**src/rtl/dtree_link_pkg.sv**
```systemverilog
// ============================================================================
// Module      : dtree_link_pkg
// Description : Shared definitions for the decision-tree feature link:
//               default widths, settle-time limit and the FSM state encoding.
// Revision    : 1.0 - initial release
// ============================================================================
`default_nettype none

package dtree_link_pkg;

    localparam int FEAT_W_DEF  = 8;
    localparam int CLASS_W_DEF = 4;
    localparam int SETTLE_MAX  = 255;

    typedef enum logic [1:0] {
        ST_SHIFT  = 2'd0,
        ST_SETTLE = 2'd1,
        ST_HOLD   = 2'd2
    } state_t;

endpackage : dtree_link_pkg

`default_nettype wire

```
**src/rtl/dtree_ser_shift.sv**
```systemverilog
// ============================================================================
// Module      : dtree_ser_shift
// Description : MSB-first serial-to-parallel shifter with bit counter.
//               o_word is the word that would be formed if the current bit
//               is taken; o_frame_done pulses while the last bit of a frame
//               is being accepted, so the caller can capture o_word on the
//               same edge.
// Ports       : clk, rst_n     - clock, async active-low reset
//               i_bit          - serial data bit
//               i_valid        - accept i_bit this cycle
//               o_word         - {history, i_bit}
//               o_frame_done   - FEAT_W-th bit accepted this cycle
// Revision    : 1.0 - initial release
// ============================================================================
`default_nettype none

module dtree_ser_shift
    import dtree_link_pkg::*;
#(
    parameter int FEAT_W = FEAT_W_DEF
) (
    input  logic              clk,
    input  logic              rst_n,
    input  logic              i_bit,
    input  logic              i_valid,
    output logic [FEAT_W-1:0] o_word,
    output logic              o_frame_done
);

    localparam int               CNT_W  = (FEAT_W > 1) ? $clog2(FEAT_W) : 1;
    localparam logic [CNT_W-1:0] c_LAST = CNT_W'(FEAT_W - 1);

    // Only FEAT_W-1 bits of history are needed: the newest bit comes
    // straight from the input when the word is formed.
    logic [FEAT_W-2:0] r_sr;
    logic [CNT_W-1:0]  r_cnt;

    assign o_word       = {r_sr, i_bit};
    assign o_frame_done = i_valid && (r_cnt == c_LAST);

    always_ff @(posedge clk or negedge rst_n) begin
        if (!rst_n) begin
            r_sr  <= '0;
            r_cnt <= '0;
        end else if (i_valid) begin
            r_sr <= o_word[FEAT_W-2:0];
            if (r_cnt == c_LAST) begin
                r_cnt <= '0;
            end else begin
                r_cnt <= r_cnt + CNT_W'(1);
            end
        end
    end

endmodule : dtree_ser_shift

`default_nettype wire

```
**src/rtl/dtree_feature_link.sv**
```systemverilog
// ============================================================================
// Module      : dtree_feature_link
// Description : Serial feature loader and result handshake around a purely
//               combinational printed decision tree. A feature is shifted in
//               MSB first, driven in parallel onto the tree, and after SETTLE
//               cycles the tree's class output is sampled and offered with a
//               valid/ready handshake.
// Ports       : clk, rst_n       - clock, async active-low reset
//               i_ser_in         - serial feature bit (MSB first)
//               i_ser_valid      - qualifies i_ser_in
//               o_feat_out       - parallel feature to the tree
//               i_class_in       - tree class output
//               o_res_class      - registered class result
//               o_res_valid      - result available
//               i_res_ready      - consumer accepts result
//               o_busy           - serial input not accepted
//               o_overrun        - sticky: bit arrived while busy
//               i_clr_overrun    - clears o_overrun
// Revision    : 1.0 - initial release
// ============================================================================
`default_nettype none

module dtree_feature_link
    import dtree_link_pkg::*;
#(
    parameter int FEAT_W  = FEAT_W_DEF,
    parameter int CLASS_W = CLASS_W_DEF,
    parameter int SETTLE  = 2
) (
    input  logic               clk,
    input  logic               rst_n,
    input  logic               i_ser_in,
    input  logic               i_ser_valid,
    output logic [FEAT_W-1:0]  o_feat_out,
    input  logic [CLASS_W-1:0] i_class_in,
    output logic [CLASS_W-1:0] o_res_class,
    output logic               o_res_valid,
    input  logic               i_res_ready,
    output logic               o_busy,
    output logic               o_overrun,
    input  logic               i_clr_overrun
);

    localparam logic [7:0] c_SETTLE = 8'(SETTLE);

    state_t             r_state;
    state_t             w_state_nxt;
    logic [7:0]         r_settle;
    logic [FEAT_W-1:0]  r_feat;
    logic [CLASS_W-1:0] r_class;
    logic               r_res_valid;
    logic               r_overrun;

    logic               w_busy;
    logic               w_accept;
    logic               w_sample;
    logic               w_release;
    logic               w_frame_done;
    logic [FEAT_W-1:0]  w_word;

    // Bits are only taken in SHIFT; anything offered while busy is dropped
    // and flagged, leaving the partial-frame counter untouched.
    assign w_accept = i_ser_valid && !w_busy;

    dtree_ser_shift #(
        .FEAT_W (FEAT_W)
    ) u_shift (
        .clk          (clk),
        .rst_n        (rst_n),
        .i_bit        (i_ser_in),
        .i_valid      (w_accept),
        .o_word       (w_word),
        .o_frame_done (w_frame_done)
    );

    // ---------------- FSM: state register ----------------
    always_ff @(posedge clk or negedge rst_n) begin
        if (!rst_n) begin
            r_state <= ST_SHIFT;
        end else begin
            r_state <= w_state_nxt;
        end
    end

    // ---------------- FSM: next state ----------------
    always_comb begin
        w_state_nxt = r_state;
        case (r_state)
            ST_SHIFT:  if (w_frame_done)         w_state_nxt = ST_SETTLE;
            ST_SETTLE: if (r_settle == 8'd1)     w_state_nxt = ST_HOLD;
            ST_HOLD:   if (i_res_ready)          w_state_nxt = ST_SHIFT;
            default:                             w_state_nxt = ST_SHIFT;
        endcase
    end

    // ---------------- FSM: outputs ----------------
    always_comb begin
        w_busy    = (r_state != ST_SHIFT);
        w_sample  = (r_state == ST_SETTLE) && (r_settle == 8'd1);
        w_release = (r_state == ST_HOLD) && i_res_ready;
    end

    // ---------------- datapath ----------------
    always_ff @(posedge clk or negedge rst_n) begin
        if (!rst_n) begin
            r_feat      <= '0;
            r_settle    <= '0;
            r_class     <= '0;
            r_res_valid <= 1'b0;
            r_overrun   <= 1'b0;
        end else begin
            if (w_frame_done) begin
                r_feat   <= w_word;
                r_settle <= c_SETTLE;
            end else if ((r_state == ST_SETTLE) && (r_settle != 8'd0)) begin
                r_settle <= r_settle - 8'd1;
            end

            // The tree output is only trusted on the last settle cycle.
            if (w_sample) begin
                r_class     <= i_class_in;
                r_res_valid <= 1'b1;
            end else if (w_release) begin
                r_res_valid <= 1'b0;
            end

            // A new overrun event takes priority over a clear.
            if (i_ser_valid && w_busy) begin
                r_overrun <= 1'b1;
            end else if (i_clr_overrun) begin
                r_overrun <= 1'b0;
            end
        end
    end

    assign o_feat_out  = r_feat;
    assign o_res_class = r_class;
    assign o_res_valid = r_res_valid;
    assign o_busy      = w_busy;
    assign o_overrun   = r_overrun;

endmodule : dtree_feature_link

`default_nettype wire

```
**config.mk**
```make
export PLATFORM = sky130hd
export DESIGN_NAME = dtree_feature_link
export DESIGN_NICKNAME = d
export VERILOG_FILES = /design/src/rtl/dtree_link_pkg.sv /design/src/rtl/dtree_ser_shift.sv /design/src/rtl/dtree_feature_link.sv
export SDC_FILE = /design/constraint.sdc
export NUM_CORES = 1
export LEC_CHECK = 0
export ABC_AREA = 1
export BUFFER_PORTS_ARGS = -buffer_cell sky130_fd_sc_hd__buf_2
export CAP_MARGIN = 20
export CORE_ASPECT_RATIO = 0.6
export CORE_MARGIN = 2
export CORE_UTILIZATION = 35
export CTS_CLUSTER_SIZE = 20
export DETAILED_ROUTE_END_ITERATION = 10
export PLACE_DENSITY = 0.62
export REMOVE_ABC_BUFFERS = 1
export SYNTH_ARGS = -nofsm -noshare
export SYNTH_HDL_FRONTEND = slang
export SYNTH_HIERARCHICAL = 1
export SYNTH_SLANG_ARGS = --single-unit
```
**constraint.sdc**
```tcl
create_clock -name clk -period 3.25 [get_ports clk]
set_input_delay 0.65 -clock clk [delete_from_list [all_inputs] [get_ports clk]]
set_output_delay 0.65 -clock clk [all_outputs]
set_load 0.02 [all_outputs]
```
==> summary.md <==
| Metric | Value |
|---|---|
| Mapped Cells | 185 |
| Layout Nets | 227 |
| Slowest stage delay, CP | 0.49 ns |
| Reg-to-Reg Start | r_state[1]$_DFFE_PN0P_ |
| R2R depth | 9 |
| Resized cells post-CTS | 0 |
| Met2 Routed Length | 1173 um |
| Mapped Area | 1604 um2 |
| Row count | 19 |
| CTS Sinks | 34 |
| CP dominant cell by count | nand2_1 |
| Vias | 1222 |
| CTS H-tree depth | 2 |
| Yosys warns | 6 |
| Area of the multi-input gates | 654.4 um2 |
| Net Sw Power | 0.7414 mW |
| Fmax | 449.2 MHz |
| Worst setup SP type | flop |
| RSZ-0062 raised after global routing | false |
| Fraction of registers with async set/reset | 100.0% |
| Synth area leader | dfrtp_1 |
| Largest net degree at the start of global routing | 35 |
| Core ar. | 4493 um2 |
| Clock Latency Late Sink | 0.28 ns |
| Yosys cell types | 26 |
| MaxCap Viol Count | 0 |
| Initial antenna violation count | 0 |
| Clock Power Share | 18.2% |
| Pwr Density | 938.9 nW/um2 |
| Leakage | 1.002 nW |
| Metal-1 WL | 1637 um |
| Fraction of layout cells with a size suffix above 1 | 22.43% |
| Port Buffers | 24 |
| Vias in the first global route | 1165 |
| Synthesis-to-finish area growth | 16.61% |
| Max-slew violations | 0 |
| Hold Slack | 0.4340 ns |
| 1st-iter DRT viols | 53 |
| Reg-to-Reg End | r_settle[5]$_DFFE_PN0P_ |
| Sw frac | 42.22% |
| Comb pwr share | 40.6% |
| Root Driver | clkbuf_8 |
| Crit path to | r_settle[5]$_DFFE_PN0P_ |
| Layout Skew | 0.005499 ns |
| CTS clk-pin slew, worst paths | 0.07 ns |
| Final critical-path required period | 2.226 ns |
| Post-CTS setup buffers | 0 |
| Die area | 5158 um2 |
| Setup TNS | 0 ns |
| Filler cells | 474 |
| Seq cells post-synth | 34 |
| Final core occ | 41.63% |
| Critical path peak fanout | 17 |
| Period utilization | 68.50% |
| Top routing layer in use | met4 |
| Hold buffers post-CTS | 0 |
| Synth top area cells | dfrtp_1 53%, nand2_1 18%, inv_1 3.3%, ha_1 3.1%, nand3_1 3.1% |
| Grt total ovfl | 0 |
| I/O pin cnt | 25 |
| EDFF count, synth | 0 |
| CP top delay family | buffers and inverters |
| Hold crit path type | in -> async |
| WL per Instance | 10.74 um |
| CTS Buf Count | 5 |
| CP max-delay cell | clkinv_1 |
| Final instance area | 1871 um2 |
| Slew margin rel. | 50.54% |
| Worst-margin pin slew | 0.7419 ns |
| DP Area | 1779 um2 |
| Worst reg2reg setup slack | 1.02 ns |
| CTS tree | built |
| Avg Inst Size Synth | 8.670 um2 |
| GRT Resource Usage Total | 13.28% |
| Data arrival time of the worst path | 2.39 ns |
| Clk buf depth | 2 |
| Status | complete, no violations |
| # diodes | 0 |
| Int Pwr | 1.015 mW |
| Most common flop cell mapped by yosys | dfrtp_1 |
| Synth top area share | 53.04% |
| Die Span X | 91.40 um |
| DRC | 0 |
| Hold violation total from the final report | 0 |
| WP data required | 3.41 ns |
| Stages on worst setup path | 9 |
| Antenna Violating Nets Remaining | 0 |
| Final setup violation count | 0 |
| Critical Path Start | r_state[1]$_DFFE_PN0P_ |
| Die H | 56.44 um |
| Met3 routed WL | 144 um |
| Reg area | 850.8 um2 |
| Flop pwr share | 41.2% |
| First-pass GRT wire length | 5333 um |
| WL final | 2976 um |
| Kind of critical path | reg -> reg |
| Starting density of the core | 35.70% |
| Sequential cell area fraction in the yosys report | 53.04% |
| Routed vias/inst | 4.412 |
| CP cell instances | inv_1, nand2_1, nor2_1, buf_4, nand2_1, inv_1, clkinv_1, nand4_1, nand2_1 |
| Peak VDD IR | 366.4 uV |
| Critical Path Sink Type | flop |
| CP bufs+invs | 4 |
| GPL Wtd Cong | 0.7789 |
| Design Power | 1.756 mW |
| HPWL after DPL | 2149 um |
| Initial DRT Pass Iterations | 4 |
==> flip-flops by register name, summed over array words and instances (netlist names) <==
name	count
o_overrun	1
u_shift/r_cnt	3
o_res_class	4
r_settle	8
r_state	2
u_shift/r_sr	7
o_feat_out	8
o_res_valid	1
==> cell type report <==
cell class	instances	share of cell area (%)
flip-flops and latches	34	45.49
multi-input cells	129	34.98
repair buffers	25	6.823
clock buffers	7	4.615
well taps	63	4.214
inverters	18	3.612
clock inverters	1	0.2676
==> cell usage in the layout, fill, tap and decap left out, drive strengths merged <==
| cell type | netlist | final |
|---|---|---|
| nand2 | 79 | 79 |
| dfrtp | 34 | 34 |
| buf | 4 | 25 |
| inv | 17 | 17 |
| nor2 | 16 | 16 |
| nand3 | 10 | 10 |
| o21ai | 9 | 9 |
| clkbuf | 0 | 7 |
| nand4 | 5 | 5 |
| ha | 4 | 4 |
| clkinv | 1 | 2 |
| a21bo | 1 | 1 |
| o22ai | 1 | 1 |
| o21bai | 1 | 1 |
| xor2 | 1 | 1 |
| o211ai | 1 | 1 |
| o31ai | 1 | 1 |
==> power by group through the flow <==
stage	Clock [mW]	Sequential (mW)	Combinational, mW
floorplan	0	0.801	0.441
global placement	0	0.731	0.710
detailed placement	0	0.730	0.722
CTS	0.330	0.725	0.723
global route	0.353	0.749	0.816
finish	0.319	0.724	0.713
==> how the worst min path moves through the flow <==
| stage | startpoint | endpoint | slack, ns | depth (start not counted) |
|---|---|---|---|---|
| after global routing | o_res_class[3]$_DFFE_PN0P_ | o_res_class[3]$_DFFE_PN0P_ | 0.49 | 2 |
| after detailed placement | o_res_class[3]$_DFFE_PN0P_ | o_res_class[3]$_DFFE_PN0P_ | 0.45 | 2 |
| after CTS | rst_n | o_res_class[3]$_DFFE_PN0P_ | 0.46 | 1 |
| final | rst_n | o_res_valid$_DFFE_PN0P_ | 0.43 | 1 |
| after global placement | o_res_class[3]$_DFFE_PN0P_ | o_res_class[3]$_DFFE_PN0P_ | 0.45 | 2 |
| after floorplan | rst_n | o_feat_out[0]$_DFFE_PN0P_ | 0.35 | 0 |
==> Yosys cell counts, drive strengths merged (4+ instances only) <==
cell type  instances
nand4              5
nand2             79
nand3             10
o21ai              9
buf                4
inv               17
ha                 4
dfrtp             34
nor2              16
==> worst reg2reg max path, stage by stage, from the launching register on <==
cell	delay, ns
dfrtp_1	0.45
inv_1	0.10
nand2_1	0.11
nor2_1	0.11
buf_4	0.20
nand2_1	0.07
inv_1	0.24
clkinv_1	0.49
nand4_1	0.26
nand2_1	0.07
==> stage by stage <==
step / worst slack [ns] / instances
6_report: 1.024 / 277
5_1_grt: 0.7630 / 277
4_1_cts: 1.002 / 277
3_5_place_dp: 0.9220 / 269
3_3_place_gp: 0.9809 / 269
2_1_floorplan: 0.9588 / 181
==> cells by family after synthesis <==
logic type                 after synthesis  share of synthesized area [%]
buffers and inverters                   22                          6.161
AOI/OAI and AO/OA                       14                          5.695
and+or+nand+nor                        110                          31.44
DFF                                     34                          53.04
adders and majority gates                4                          3.120
xor gates and xnor gates                 1                         0.5461
==> metal layers <==
| metal | vias to the layer above | track usage, % |
|---|---|---|
| met3 | 4 | 4.698 |
| met1 | 563 | 18.81 |
| li1 | 636 | - |
| met2 | 19 | 19.43 |
| met5 | - | 0 |
| met4 | 0 | 3.247 |
Power figures use the tool's default switching activity.
